[src/rtl/pwm_capture.sv]
// pwm_capture: measures period and high time of an asynchronous PWM input.
// Ports: i_clock/i_reset (async, active-high), i_pwm (async input);
//        o_period/o_pulse/o_timeout qualified by the one-cycle o_valid strobe; o_level = synced input.
module pwm_capture #(
  parameter int WIDTH       = 8,
  parameter int SYNC_STAGES = 2
) (
  input  logic             i_clock,
  input  logic             i_reset,
  input  logic             i_pwm,
  output logic [WIDTH-1:0] o_period,
  output logic [WIDTH-1:0] o_pulse,
  output logic             o_valid,
  output logic             o_timeout,
  output logic             o_level
);

  typedef enum logic [1:0] {
    WAIT_LOW,
    WAIT_RISE,
    HIGH,
    LOW
  } state_t;

  // The synchroniser is cleared by reset, so s is meaningless until it has
  // refilled; WAIT_LOW ignores s for this many cycles after reset.
  localparam int FILL_MAX = SYNC_STAGES + 1;
  localparam int FW       = $clog2(FILL_MAX + 1);

  logic [SYNC_STAGES-1:0] sync;
  logic                   s;
  logic                   s_d;
  logic                   rise;
  logic                   fall;
  logic [FW-1:0]          fill;
  logic                   fill_done;
  logic [WIDTH-1:0]       cnt;
  logic [WIDTH-1:0]       hi;
  logic                   tmo;
  state_t                 state;
  state_t                 state_nxt;

  logic cnt_arm;
  logic cnt_inc;
  logic hi_load;
  logic res_load;
  logic res_timeout;

  assign s         = sync[SYNC_STAGES-1];
  assign rise      = s & ~s_d;
  assign fall      = ~s & s_d;
  assign fill_done = (fill == FW'(FILL_MAX));
  assign o_level   = s;

  // cnt is armed to 1 and only ever increments while measuring, so it reads
  // zero in HIGH/LOW exactly when 2^WIDTH cycles have elapsed since the
  // arming rise. Checking it ahead of rise lets the timeout win a tie.
  assign tmo = (cnt == '0);

  always_ff @(posedge i_clock or posedge i_reset) begin
    if (i_reset) begin
      state <= WAIT_LOW;
    end else begin
      state <= state_nxt;
    end
  end

  always_comb begin
    state_nxt   = state;
    cnt_arm     = 1'b0;
    cnt_inc     = 1'b0;
    hi_load     = 1'b0;
    res_load    = 1'b0;
    res_timeout = 1'b0;
    case (state)
      WAIT_LOW: begin
        if (fill_done && !s) begin
          state_nxt = WAIT_RISE;
        end
      end
      WAIT_RISE: begin
        if (rise) begin
          cnt_arm   = 1'b1;
          state_nxt = HIGH;
        end
      end
      HIGH: begin
        if (tmo) begin
          res_load    = 1'b1;
          res_timeout = 1'b1;
          state_nxt   = WAIT_LOW;
        end else if (fall) begin
          hi_load   = 1'b1;
          cnt_inc   = 1'b1;
          state_nxt = LOW;
        end else begin
          cnt_inc = 1'b1;
        end
      end
      LOW: begin
        if (tmo) begin
          res_load    = 1'b1;
          res_timeout = 1'b1;
          state_nxt   = WAIT_LOW;
        end else if (rise) begin
          // Report and re-arm on the same edge so no period is dropped.
          res_load  = 1'b1;
          cnt_arm   = 1'b1;
          state_nxt = HIGH;
        end else begin
          cnt_inc = 1'b1;
        end
      end
      default: state_nxt = WAIT_LOW;
    endcase
  end

  always_ff @(posedge i_clock or posedge i_reset) begin
    if (i_reset) begin
      sync <= '0;
      s_d  <= 1'b0;
      fill <= '0;
      cnt  <= '0;
      hi   <= '0;
    end else begin
      sync <= {sync[SYNC_STAGES-2:0], i_pwm};
      s_d  <= s;
      if (!fill_done) begin
        fill <= fill + 1'b1;
      end
      if (cnt_arm) begin
        cnt <= WIDTH'(1);
      end else if (cnt_inc) begin
        cnt <= cnt + 1'b1;
      end
      if (hi_load) begin
        hi <= cnt;
      end
    end
  end

  always_ff @(posedge i_clock or posedge i_reset) begin
    if (i_reset) begin
      o_valid   <= 1'b0;
      o_timeout <= 1'b0;
      o_period  <= '0;
      o_pulse   <= '0;
    end else begin
      o_valid <= res_load;
      if (res_load) begin
        o_timeout <= res_timeout;
        o_period  <= res_timeout ? '0 : cnt;
        o_pulse   <= res_timeout ? '0 : hi;
      end
    end
  end

endmodule
[config.mk]
export PLATFORM = sky130hd
export DESIGN_NAME = pwm_capture
export DESIGN_NICKNAME = d
export VERILOG_FILES = /design/src/rtl/pwm_capture.sv
export SDC_FILE = /design/constraint.sdc
export NUM_CORES = 1
export LEC_CHECK = 0
export BUFFER_PORTS_ARGS = -buffer_cell sky130_fd_sc_hd__buf_2
export CORE_MARGIN = 5
export CORE_UTILIZATION = 35
export DETAILED_ROUTE_END_ITERATION = 10
export GPL_TIMING_DRIVEN = 0
export PLACE_DENSITY = 0.67
export SYNTH_ARGS = -nofsm -noshare
export SYNTH_HDL_FRONTEND = slang
export SYNTH_SLANG_ARGS = --single-unit
[constraint.sdc]
create_clock -name i_clock -period 1.8 [get_ports i_clock]
set_input_delay 0.36 -clock i_clock [delete_from_list [all_inputs] [get_ports i_clock]]
set_output_delay 0.36 -clock i_clock [all_outputs]
set_load 0.005 [all_outputs]
==> results.sh <==
export IMPL_crit_fanout=10
export IMPL_pin_count=22
export IMPL_muxShareOfSynthArea=0.0968
export IMPL_rr_worst_depth=8
export IMPL_port_buffers=21
export IMPL_rows=25
export IMPL_power_mw=3.23
export IMPL_rrSetupSlack_ps=60
export IMPL_synth_top_family_by_area="compound AO/OA/AOI/OAI gates"
export IMPL_drt_iter0_markers=71
export IMPL_syn_to_final_growth_pct=25.5
export IMPL_synth_simple_area_share=0.115
export IMPL_clock_sinks=41
export IMPL_final_util=0.457
export IMPL_place_congestion=0.759
export IMPL_clock_path_buffers=2
export IMPL_drt_met1_wl_mm=1.52
export IMPL_syn_instance_count=130
export IMPL_synth_fa_ha_area_frac=0.0215
export IMPL_synth_main_ff_cell="dfrtp_1"
export IMPL_status="finished, final reports clean"
export IMPL_syn_num_nets=136
export IMPL_fmax_mhz=576
export IMPL_wl_per_cell_um=15.3
export IMPL_hold_viol=0
export IMPL_vdd_ir_drop_max_v=0.000643
export IMPL_route_met2_wl_mm=1.79
export IMPL_timing_final_crit_share=0.964
export IMPL_die_w_um=80.6
export IMPL_switchingPower_mw=1.05
export IMPL_drc=0
export IMPL_tightest_slew_ps=843
export IMPL_grt_max_degree=42
export IMPL_startpoint_type="register"
export IMPL_whs_path_depth=1
export IMPL_start_util=0.364
export IMPL_dp_hpwl_mm=2.33
export IMPL_async_flop_share=1.00
export IMPL_clockPowerShare=0.237
export IMPL_yosys_area_top_type_share=0.588
export IMPL_finalClockSkew_ps=6.02
export IMPL_fp_coreArea_um2=4790
export IMPL_rr_startpoint="cnt[0]$_DFFE_PP0P_"
export IMPL_antenna_found_initial=0
export IMPL_finalSetupViolCount=0
export IMPL_crit_arrival_ps=1920
export IMPL_clkLatencyLatePin_ps=290
export IMPL_dieArea_um2=6490
export IMPL_max_cap_violations=0
export IMPL_postSynthAreaPerCell_um2=13.4
export IMPL_hold_path_class="in -> reg"
export IMPL_ys_ff_latch=41
export IMPL_num_vias=1198
export IMPL_p_per_area_nw_per_um2=1470
export IMPL_cts_clk_slew_worst_paths_ps=80
export IMPL_ant_nets=0
export IMPL_seqPwrFrac=0.405
export IMPL_fin_nets=170
export IMPL_fp_dieH_um=80.6
export IMPL_seq_area_frac_synth=0.588
export IMPL_grt_pass1_vias=1271
export IMPL_rr_endpoint="o_pulse[3]$_DFFE_PP0P_"
export IMPL_ys_warn_count=0
export IMPL_drv_slew=0
export IMPL_htree_levels=2
export IMPL_rsz0062_at_grt="false"
export IMPL_crit_type="reg -> reg"
export IMPL_yosysTopAreaCell="dfrtp_1"
export IMPL_ys_top_cells_by_area="dfrtp_1 59%, mux2_2 9.7%, a22o_2 5.7%"
export IMPL_power_leakage_nw=1.05
export IMPL_min_to="sync[0]$_DFF_PP0_"
export IMPL_fill_cells=431
export IMPL_yosysUniqueCellTypes=34
export IMPL_synth_xor_area_frac=0.0151
export IMPL_final_cell_mix="40 x dfrtp_1, 21 x buf_2, 10 x a22o_2"
export IMPL_combPwrFrac=0.358
export IMPL_cts_buffers_inserted=5
export IMPL_timing_final_crit_period_ps=1740
export IMPL_cts_root_buf="clkbuf_8"
export IMPL_relSlewSlack=0.437
export IMPL_p_int_mw=2.17
export IMPL_power_switching_share=0.326
export IMPL_synth_edff_count=0
export IMPL_synth_compound_area_frac=0.136
export IMPL_grt_usage=0.121
export IMPL_wl_met3_um=213
export IMPL_synth_area_um2=1740
export IMPL_wl_mm=3.55
export IMPL_drt_vias_per_instance=5.16
export IMPL_cts_tree="done"
export IMPL_dr_max_layer_used="met4"
export IMPL_cp_end_kind="register"
export IMPL_firstDrtPassIters=4
export IMPL_required_ps=1980
export IMPL_antenna_cells=0
export IMPL_grt_ovfl_total=0
export IMPL_grt_pass1_wl_mm=5.97
export IMPL_hp_start="i_pwm"
export IMPL_layout_drive_gt1_share=0.455
export IMPL_final_common_cell="dfrtp_1"
==> cell type report <==
type	count	area (um2)	share of cell area
Clock buffer	6	82.6	0.0377
Buffer	4	22.5	0.0103
Sequential cell	41	1030	0.469
Tap cell	67	83.8	0.0383
Inverter	4	15.0	0.00686
Multi-Input combinational cell	78	722	0.330
Timing Repair Buffer	30	198	0.0903
Clock inverter	2	37.5	0.0172
==> flip-flops by register name, summed over array words and instances (netlist names) <==
| signal | flops |
|---|---|
| fill | 2 |
| o_period | 8 |
| sync | 2 |
| o_pulse | 8 |
| state | 2 |
| s_d | 1 |
| hi | 8 |
| cnt | 8 |
| o_timeout | 1 |
| o_valid | 1 |
==> worst max-delay path: stages, from the launching register on <==
cell	delay [ps]
dfrtp_1	410
inv_2	70
ha_1	150
nor4b_4	220
buf_4	170
a21boi_4	60
buf_12	160
buf_6	130
a22o_2	250
==> kinds of logic (layout without fill, tap and decap cells) <==
group	after synthesis	in the layout
compound gates	28	28
mux	15	15
fa+ha+maj	3	3
flops	41	41
simple gates	29	29
xor+xnor	3	3
buf+inv	11	46
==> synthesized netlist by cell type, drive strengths merged, types with 2 or more instances <==
master and n:
nand3 3, o21ai 3, nor4b 2, nor3 3
nand2 4, clkbuf 6, xor2 2, or3 4
ha 3, nand4 5, mux2 15, nor2 3
a21oi 7, a22o 11, inv 4, dfrtp 41
==> worst max path at each step <==
stage	startpoint	to	slack [ps]	cells past startpoint
after floorplan	cnt[0]$_DFFE_PP0P_	o_period[0]$_DFFE_PP0P_	20	7
after CTS	cnt[0]$_DFFE_PP0P_	o_pulse[3]$_DFFE_PP0P_	-20	7
final	cnt[0]$_DFFE_PP0P_	o_pulse[3]$_DFFE_PP0P_	60	8
after global placement	cnt[0]$_DFFE_PP0P_	hi[2]$_DFFE_PP0P_	-170	6
after detailed placement	cnt[0]$_DFFE_PP0P_	hi[4]$_DFFE_PP0P_	-180	6
after global routing	cnt[0]$_DFFE_PP0P_	o_period[0]$_DFFE_PP0P_	10	8
==> metal layers <==
| metal | track usage | vias up |
|---|---|---|
| met3 | 0.0370 | 2 |
| li1 | - | 550 |
| met1 | 0.140 | 606 |
| met2 | 0.201 | 40 |
| met5 | 0 | - |
| met4 | 0.0608 | 0 |
==> power by group through the flow <==
stage / Sequential [mW] / Combinational [mW] / Clock [mW]
after detailed placement: 1.28 / 0.975 / 0
after floorplan: 1.26 / 0.704 / 0
final: 1.31 / 1.16 / 0.764
after CTS: 1.24 / 1.10 / 0.787
after global routing: 1.35 / 1.25 / 0.840
after global placement: 1.26 / 0.930 / 0
==> what timing repair did <==
item / CTS / global route
buffers inserted: 6 / 4
gates resized for setup: 2 / 9
setup endpoints to repair: 24 / 25
hold buffers: 0 / 0
pin swaps: 2 / 1
==> through the flow <==
| step | hold WS [ps] | cell area (um2) | worst slack (ps) | TNS, ps | std cells |
|---|---|---|---|---|---|
| final | 176 | 2190 | 64.4 | 0 | 232 |
| after global routing | 160 | 2190 | 12.7 | 0 | 232 |
| after CTS | 168 | 2130 | -15.6 | -110 | 232 |
| after detailed placement | 338 | 1940 | -183 | -3450 | 218 |
| after global placement | 333 | 1940 | -165 | -2960 | 218 |
| after floorplan | 331 | 1750 | 17.9 | 0 | 130 |
Power figures use the tool's default switching activity.
